==> config.mk <==
export PLATFORM = sky130hd
export DESIGN_NAME = phase_sequencer
export DESIGN_NICKNAME = d
export VERILOG_FILES = /design/src/rtl/phase_sequencer.sv
export SDC_FILE = /design/constraint.sdc
export NUM_CORES = 1
export LEC_CHECK = 0
export ABC_AREA = 1
export ABC_CLOCK_PERIOD_IN_PS = 1800
export CORE_MARGIN = 3
export CORE_UTILIZATION = 40
export CTS_BUF_LIST = sky130_fd_sc_hd__clkbuf_16
export CTS_CLUSTER_DIAMETER = 30
export DETAILED_ROUTE_END_ITERATION = 10
export PLACE_DENSITY_LB_ADDON = 0.3
export SYNTH_ARGS = -nofsm -noshare
export SYNTH_HDL_FRONTEND = slang
export SYNTH_SLANG_ARGS = --single-unit
==> constraint.sdc <==
create_clock -name clk -period 1.8 [get_ports clk]
set_input_delay 0.27 -clock clk [delete_from_list [all_inputs] [get_ports clk]]
set_output_delay 0.27 -clock clk [all_outputs]
set_load 0.03 [all_outputs]
==> src/rtl/phase_sequencer.sv <==
// -----------------------------------------------------------------------------
// phase_sequencer
// Run controller for the 16-bit multi-cycle core. Produces the instruction
// phase (0 idle, 1..5 execute) and the PC-advance strobe. It handles run/stop
// and single-step from the raw board buttons, and it stops on HLT and on an
// address breakpoint. Masked phases stall while memory is busy.
//
// Ports
//   clk             system clock
//   rst_n           synchronous active-low reset
//   exec_n_i        raw run/stop button, active-low, asynchronous
//   step_n_i        raw single-step button, active-low, asynchronous
//   hlt_i           halt decode from control unit (level)
//   mem_busy_i      memory not ready; holds phases selected by STALL_MASK
//   pc_i            current PC, compared against bp_addr_i
//   bp_addr_i       breakpoint address
//   bp_en_i         breakpoint enable
//   phase_o         current phase 0..5
//   pc_e_o          PC advance strobe, high exactly during phase 5
//   running_o       phase_o != 0
//   halted_o        last stop was caused by hlt
//   stop_reason_o   00 none, 01 exec, 10 hlt, 11 breakpoint
//   instr_count_o   retired instruction count (wraps)
// -----------------------------------------------------------------------------
module phase_sequencer #(
  parameter int         CNT_W      = 16,
  parameter logic [4:0] STALL_MASK = 5'b01001
) (
  input  logic             clk,
  input  logic             rst_n,
  input  logic             exec_n_i,
  input  logic             step_n_i,
  input  logic             hlt_i,
  input  logic             mem_busy_i,
  input  logic [15:0]      pc_i,
  input  logic [15:0]      bp_addr_i,
  input  logic             bp_en_i,
  output logic [2:0]       phase_o,
  output logic             pc_e_o,
  output logic             running_o,
  output logic             halted_o,
  output logic [1:0]       stop_reason_o,
  output logic [CNT_W-1:0] instr_count_o
);

  typedef enum logic [2:0] {
    PH_IDLE = 3'd0,
    PH_1    = 3'd1,
    PH_2    = 3'd2,
    PH_3    = 3'd3,
    PH_4    = 3'd4,
    PH_5    = 3'd5
  } phase_e;

  phase_e           phase_q;
  logic             pc_e_q;
  logic             halted_q;
  logic [1:0]       stop_reason_q;
  logic [CNT_W-1:0] instr_count_q;
  logic             stop_pending_q;
  logic             hlt_pending_q;   // a pending stop includes a sampled hlt
  logic             step_mode_q;

  // Two synchronizer flops per button plus one delay flop for edge detection
  logic exec_s1_q, exec_s2_q, exec_prev_q;
  logic step_s1_q, step_s2_q, step_prev_q;

  logic       exec_ev_s;
  logic       step_ev_s;
  logic       bp_hit_s;
  logic       stall_s;
  logic       stop_now_s;
  logic [1:0] exit_reason_s;

  // Press event: synced level falls from 1 to 0
  assign exec_ev_s = exec_prev_q & ~exec_s2_q;
  assign step_ev_s = step_prev_q & ~step_s2_q;

  assign bp_hit_s   = bp_en_i & (pc_i == bp_addr_i);
  // hlt is also checked live so a halt decoded in phase 5 itself stops
  assign stop_now_s = stop_pending_q | exec_ev_s | hlt_i | bp_hit_s | step_mode_q;

  // Stall decision for the current phase; idle and phase 5 never stall
  always_comb begin
    stall_s = 1'b0;
    case (phase_q)
      PH_1:    stall_s = mem_busy_i & STALL_MASK[0];
      PH_2:    stall_s = mem_busy_i & STALL_MASK[1];
      PH_3:    stall_s = mem_busy_i & STALL_MASK[2];
      PH_4:    stall_s = mem_busy_i & STALL_MASK[3];
      default: stall_s = 1'b0;
    endcase
  end

  // Stop reason at the exit edge: hlt > breakpoint > exec; a bare step gives 00
  always_comb begin
    exit_reason_s = 2'b00;
    if (hlt_pending_q | hlt_i) begin
      exit_reason_s = 2'b10;
    end else if (bp_hit_s) begin
      exit_reason_s = 2'b11;
    end else if (stop_pending_q | exec_ev_s) begin
      exit_reason_s = 2'b01;
    end else begin
      exit_reason_s = 2'b00;
    end
  end

  // Button synchronizers, phase FSM and registered status outputs
  always_ff @(posedge clk) begin
    if (!rst_n) begin
      exec_s1_q      <= 1'b1;
      exec_s2_q      <= 1'b1;
      exec_prev_q    <= 1'b1;
      step_s1_q      <= 1'b1;
      step_s2_q      <= 1'b1;
      step_prev_q    <= 1'b1;
      phase_q        <= PH_IDLE;
      pc_e_q         <= 1'b0;
      halted_q       <= 1'b0;
      stop_reason_q  <= 2'b00;
      instr_count_q  <= '0;
      stop_pending_q <= 1'b0;
      hlt_pending_q  <= 1'b0;
      step_mode_q    <= 1'b0;
    end else begin
      exec_s1_q   <= exec_n_i;
      exec_s2_q   <= exec_s1_q;
      exec_prev_q <= exec_s2_q;
      step_s1_q   <= step_n_i;
      step_s2_q   <= step_s1_q;
      step_prev_q <= step_s2_q;
      pc_e_q      <= 1'b0;

      case (phase_q)
        PH_IDLE: begin
          if (exec_ev_s) begin
            phase_q       <= PH_1;
            step_mode_q   <= 1'b0;
            halted_q      <= 1'b0;
            stop_reason_q <= 2'b00;
          end else if (step_ev_s) begin
            phase_q       <= PH_1;
            step_mode_q   <= 1'b1;
            halted_q      <= 1'b0;
            stop_reason_q <= 2'b00;
          end else begin
            phase_q <= PH_IDLE;
          end
        end
        PH_1, PH_2, PH_3, PH_4: begin
          if (exec_ev_s | hlt_i) begin
            stop_pending_q <= 1'b1;
          end
          if (hlt_i) begin
            hlt_pending_q <= 1'b1;
          end
          if (!stall_s) begin
            phase_q <= phase_e'(phase_q + 3'd1);
            // Strobe is registered so it is high for exactly the phase-5 cycle
            pc_e_q  <= (phase_q == PH_4);
          end
        end
        PH_5: begin
          instr_count_q <= instr_count_q + CNT_W'(1);
          if (stop_now_s) begin
            phase_q        <= PH_IDLE;
            stop_pending_q <= 1'b0;
            hlt_pending_q  <= 1'b0;
            step_mode_q    <= 1'b0;
            stop_reason_q  <= exit_reason_s;
            halted_q       <= (exit_reason_s == 2'b10);
          end else begin
            phase_q <= PH_1;
          end
        end
        default: begin
          phase_q <= PH_IDLE;
        end
      endcase
    end
  end

  assign phase_o       = phase_q;
  assign pc_e_o        = pc_e_q;
  assign running_o     = (phase_q != PH_IDLE);
  assign halted_o      = halted_q;
  assign stop_reason_o = stop_reason_q;
  assign instr_count_o = instr_count_q;

endmodule

Word-level counts from Yosys, hierarchy flattened
Cells that the tools add are included.
{"block": "totals", "elab_cells": 76, "ff_bits": 32}
{"block": "op_classes", "bitwise_logic": 13, "n_reduce_logical": 10, "n_eq_ne": 12, "muxes": 25, "addsub": 2}
{"cell": "16-bit by 1-bit adder with 16-bit output, second input constant", "n": 1}
{"cell": "16-bit == test", "n": 1}
{"cell": "1-bit 2-to-1 mux", "n": 13}
{"cell": "2-bit 2-to-1 mux", "n": 5}
{"cell": "3-bit one-hot mux with 3 select lines", "n": 1}
{"cell": "3-bit AND reduction", "n": 3}
{"cell": "2-bit != test, second input constant", "n": 4}
{"cell": "1-bit one-hot mux with 2 select lines", "n": 4}
{"cell": "3-bit by 2-bit == test with 1-bit output, second input constant", "n": 2}
{"cell": "3-bit == test, second input constant", "n": 2}
{"cell": "1-bit bitwise OR", "n": 6}
{"cell": "1-bit inverter", "n": 4}
{"cell": "2-bit one-hot mux with 2 select lines", "n": 1}
{"cell": "2-bit nonzero test", "n": 2}
{"cell": "4-bit OR reduction", "n": 1}
{"cell": "3-bit by 1-bit adder with 3-bit output, second input constant", "n": 1}
{"cell": "1-bit AND", "n": 3}
{"cell": "3-bit by 1-bit == test with 1-bit output, second input constant", "n": 1}
{"cell": "3-bit logical NOT", "n": 1}
{"cell": "3-bit 2-to-1 mux", "n": 1}
{"cell": "3-bit != test, second input constant", "n": 1}
{"cell": "3-bit nonzero test", "n": 1}
{"cell": "3-bit OR reduction", "n": 1}
{"cell": "2-bit == test, second input constant", "n": 1}
{"cell": "2-bit OR reduction", "n": 1}

Logic depth before layout (Yosys ltp)
{"block": "depth", "ltp_word": 9, "ltp_mapped": 13, "ltp_nobuf": 13}

Worst setup path after synthesis
No wires, ideal clock.
{"block": "synth_timing", "path_type": "register to register", "startpoint": "register phase_q[0], in the netlist phase_o[0]", "endpoint": "register instr_count_q[15], in the netlist instr_count_o[15]", "arrival_time_ns": 1.803, "path_slack_ns": -0.116, "stages_incl_launch_ff": 13, "setup_ns": 0.113, "period_less_slack_ns": 1.916, "path_cell_list": "dfxtp_1 > ha_1 > nand2_4 > nor2_4 > nand3_2 > nor2_2 > nand2_2 > inv_1 > nand3_1 > nor2_1 > nand2_1 > nand2_1 > nor2_1"}
{"block": "synth_between", "elab_chain_len": 1}
{"item": "start, declared", "line_no": "55", "source": "phase_e phase_q;"}
{"item": "start signal, assigned", "line_no": "159", "source": "phase_q <= phase_e'(phase_q + 3'd1);"}
{"item": "3-bit == test", "line_no": "135", "source": "case (phase_q)"}
{"item": "end signal, assigned", "line_no": "165", "source": "instr_count_q <= instr_count_q + CNT_W'(1);"}
{"item": "end, declared", "line_no": "59", "source": "logic [CNT_W-1:0] instr_count_q;"}
No other way between the ends.
A chain may end at the register's enable or synchronous reset.

Worst setup path after layout
{"block": "layout_timing", "startpoint": "register instr_count_q[2], in the netlist instr_count_o[2]", "endpoint": "output port instr_count_o[2]"}
{"item": "end, declared", "line_no": "43", "source": "output logic [CNT_W-1:0] instr_count_o"}
No word-level cell between the ends.

==> metrics <==
global-route wire length before repair 7.46 mm; type of origin of the critical path flop; PwrDens 717 mW/mm2; async set-reset flop share out of synthesis 0%; Max Fclk 0.585 GHz; CTS buffer count 5; RSZ-0062 raised after global routing no; Arrival @ worst endpoint 1440 ps; Syn Std Cell Area 0.00178 mm2; DRT Pass-1 Iters 4; Clk pin slew, worst setup/hold paths 50 ps; R2R depth 11; Reg2Reg Setup Slack 200 ps; initial antenna violation count 0; total wire length 4.31 mm; predominant post-synthesis flop cell dfxtp_1; # setup viols final 0; Setup crit end kind output pin; Final Hold Fails 0; Max transition margin 76.7%; Final Slew Violations 0; proportion of layout cells with a drive suffix above 1 11.6%; Critical Path RT 1530 ps; Hold Buf Count CTS 0; DRC violations left 0; syn_nets 311; Final Non-Filler Cells 396; IO Count 63; num rows 23; PnR Total Power 1.96 mW; Die Ht 72.6 um; HP Start exec_s1_q; Worst-Margin Slew 349 ps; Warnings, synthesis 0; commonest cells after routing, fill and taps aside nand2_1 (61), clkdlybuf4s50_1 (61), inv_1 (51), nor2_1 (31), dfxtp_1 (30); Worst-Skew Late Latency 270 ps; grt total ovfl 0; Distinct cells, synth 29; Diodes inserted 0; Starting Density 42.9%; die area 0.00528 mm2; Vias per Instance 4.69; synthesis-to-layout area growth 54.2%; DP Wirelength 3.33 mm; routability congestion estimate 0.864; Clock Path Buffers 2; minimum clock period 1710 ps; Cells after Synth 268; RR Startpoint phase_o[0]; status finished, final reports clean; Worst path slowest cell clkdlybuf4s50_1; FILL cells 371; routed wire length per instance 10.9 um; min-delay worst type flop to flop; Port Buffer Count 62; antenna viol nets, final 0; syn_area_per_cell 6.63 um2; crit path max fanout 4; largest delay contributor family on the critical path buffers and inverters; EDFF count, synth 0; Worst Hold Path Cells 1; vias in the first global route 1780; worst path cell trace clkdlybuf4s50_1; Hold Path Sink exec_s2_q; register area share after synthesis 36.1%; Worst Path Buf+Inv 1; all-layer global routing usage 17.9%; crit path kind flop to output pin; Iteration-0 DRC Markers 85; Nets 388; largest net degree at the start of global routing 17; CTS Sinks 32; Inst Count DP 387; clk_skew 3.14 ps; H-tree levels 2; Core ar. 0.00414 mm2; post-synthesis register bit count 32; Worst path max stage delay 720 ps; max-cap viol count 0; RR Endpoint stop_pending_q; total leakage power 1.24 nW; DR vias 1858; Max rail drop VDD 0.555 mV; root buffer cell clkbuf_16; Final Cycle Share 95.0%; CTS tree done; die span in x 72.6 um
cells in the mapped netlist, types with 2 or more instances:
cell      instances  area (um2)
dfxtp_1          32         641
inv_1            53         199
nor3_1            7        35.0
nand4_1           4        25.0
nand3_1          11        55.1
nand2_1          62         233
o21ai_0          16        80.1
ha_1              4        50.1
nor2_1           32         120
or2_2             5        31.3
xnor2_1           5        43.8
a21oi_1          19        95.1
clkbuf_1          2        7.51
state kept, by name (all words and copies together), names as in the netlist:
signal,count
exec_s1_q,1
phase_o,3
hlt_pending_q,1
step_prev_q,1
instr_count_o,16
stop_reason_o,2
step_s2_q,1
exec_s2_q,1
step_s1_q,1
halted_o,1
stop_pending_q,1
pc_e_o,1
step_mode_q,1
exec_prev_q,1
cells by family after synthesis:
kind of cell,count (synthesis),synth area share (%)
AO/OA/AOI/OAI,39,11.6
XOR/XNOR,5,2.46
adder cells (fa/ha/maj),4,2.82
buffers and inverters,56,12.1
flip-flops,32,36.1
AND/OR/NAND/NOR,132,35.0
per-stage QoR:
step	setup TNS [ps]	setup WS (ps)	hold slack, ps	cell area (um2)	util (%)
floorplan	0	30.3	348	1780	-
global placement	-24.6	-17.1	396	2520	60.9
detailed placement	-292	-95.2	401	2520	60.9
CTS	0	61.3	416	2680	64.8
global route	0	1.69	436	2740	66.1
finish	0	90.1	413	2740	66.1
worst max-delay path by stage:
stage	startpoint	end	slack (ps)	cells after the start
6_report	instr_count_o[2]	instr_count_o[2]	90	1
5_1_grt	phase_o[0]	hlt_pending_q	2	11
4_1_cts	phase_o[1]	instr_count_o[15]	60	13
3_5_place_dp	pc_i[3]	stop_reason_o[1]	-100	12
3_3_place_gp	bp_addr_i[1]	stop_pending_q	-20	12
2_1_floorplan	phase_o[0]	instr_count_o[15]	30	12
report_power, final:
| part | switching (mW) | internal [mW] |
|---|---|---|
| clock | 0.286 | 0.642 |
| combinational | 0.142 | 0.153 |
| sequential | 0.0127 | 0.729 |
| total | 0.441 | 1.52 |
final cells by class:
cell class              count  area (um2)  share of cell area (%)
clock buffers               5         125                    4.57
multi-input cells         180         967                    35.3
inverters                  54         208                    7.58
flip-flops and latches     32         646                    23.6
clock inverters             3        37.5                    1.37
well taps                  50        62.6                    2.28
repair buffers             72         694                    25.3
timing repair:
action                     CTS  global route
cloned                       0             0
buffers inserted             0             1
resized for setup            1            13
pin swaps                    0             2
setup endpoints to repair    1             8
layer usage:
metal / vias to the layer above / GRT usage, % / share of wire, %
met5: - / 0 / 0
met4: 0 / 6.15 / 1.3
met3: 6 / 4.82 / 5.2
met2: 47 / 32.0 / 50
met1: 807 / 20.4 / 43
li1: 998 / - / -
Power figures use the tool's default switching activity.
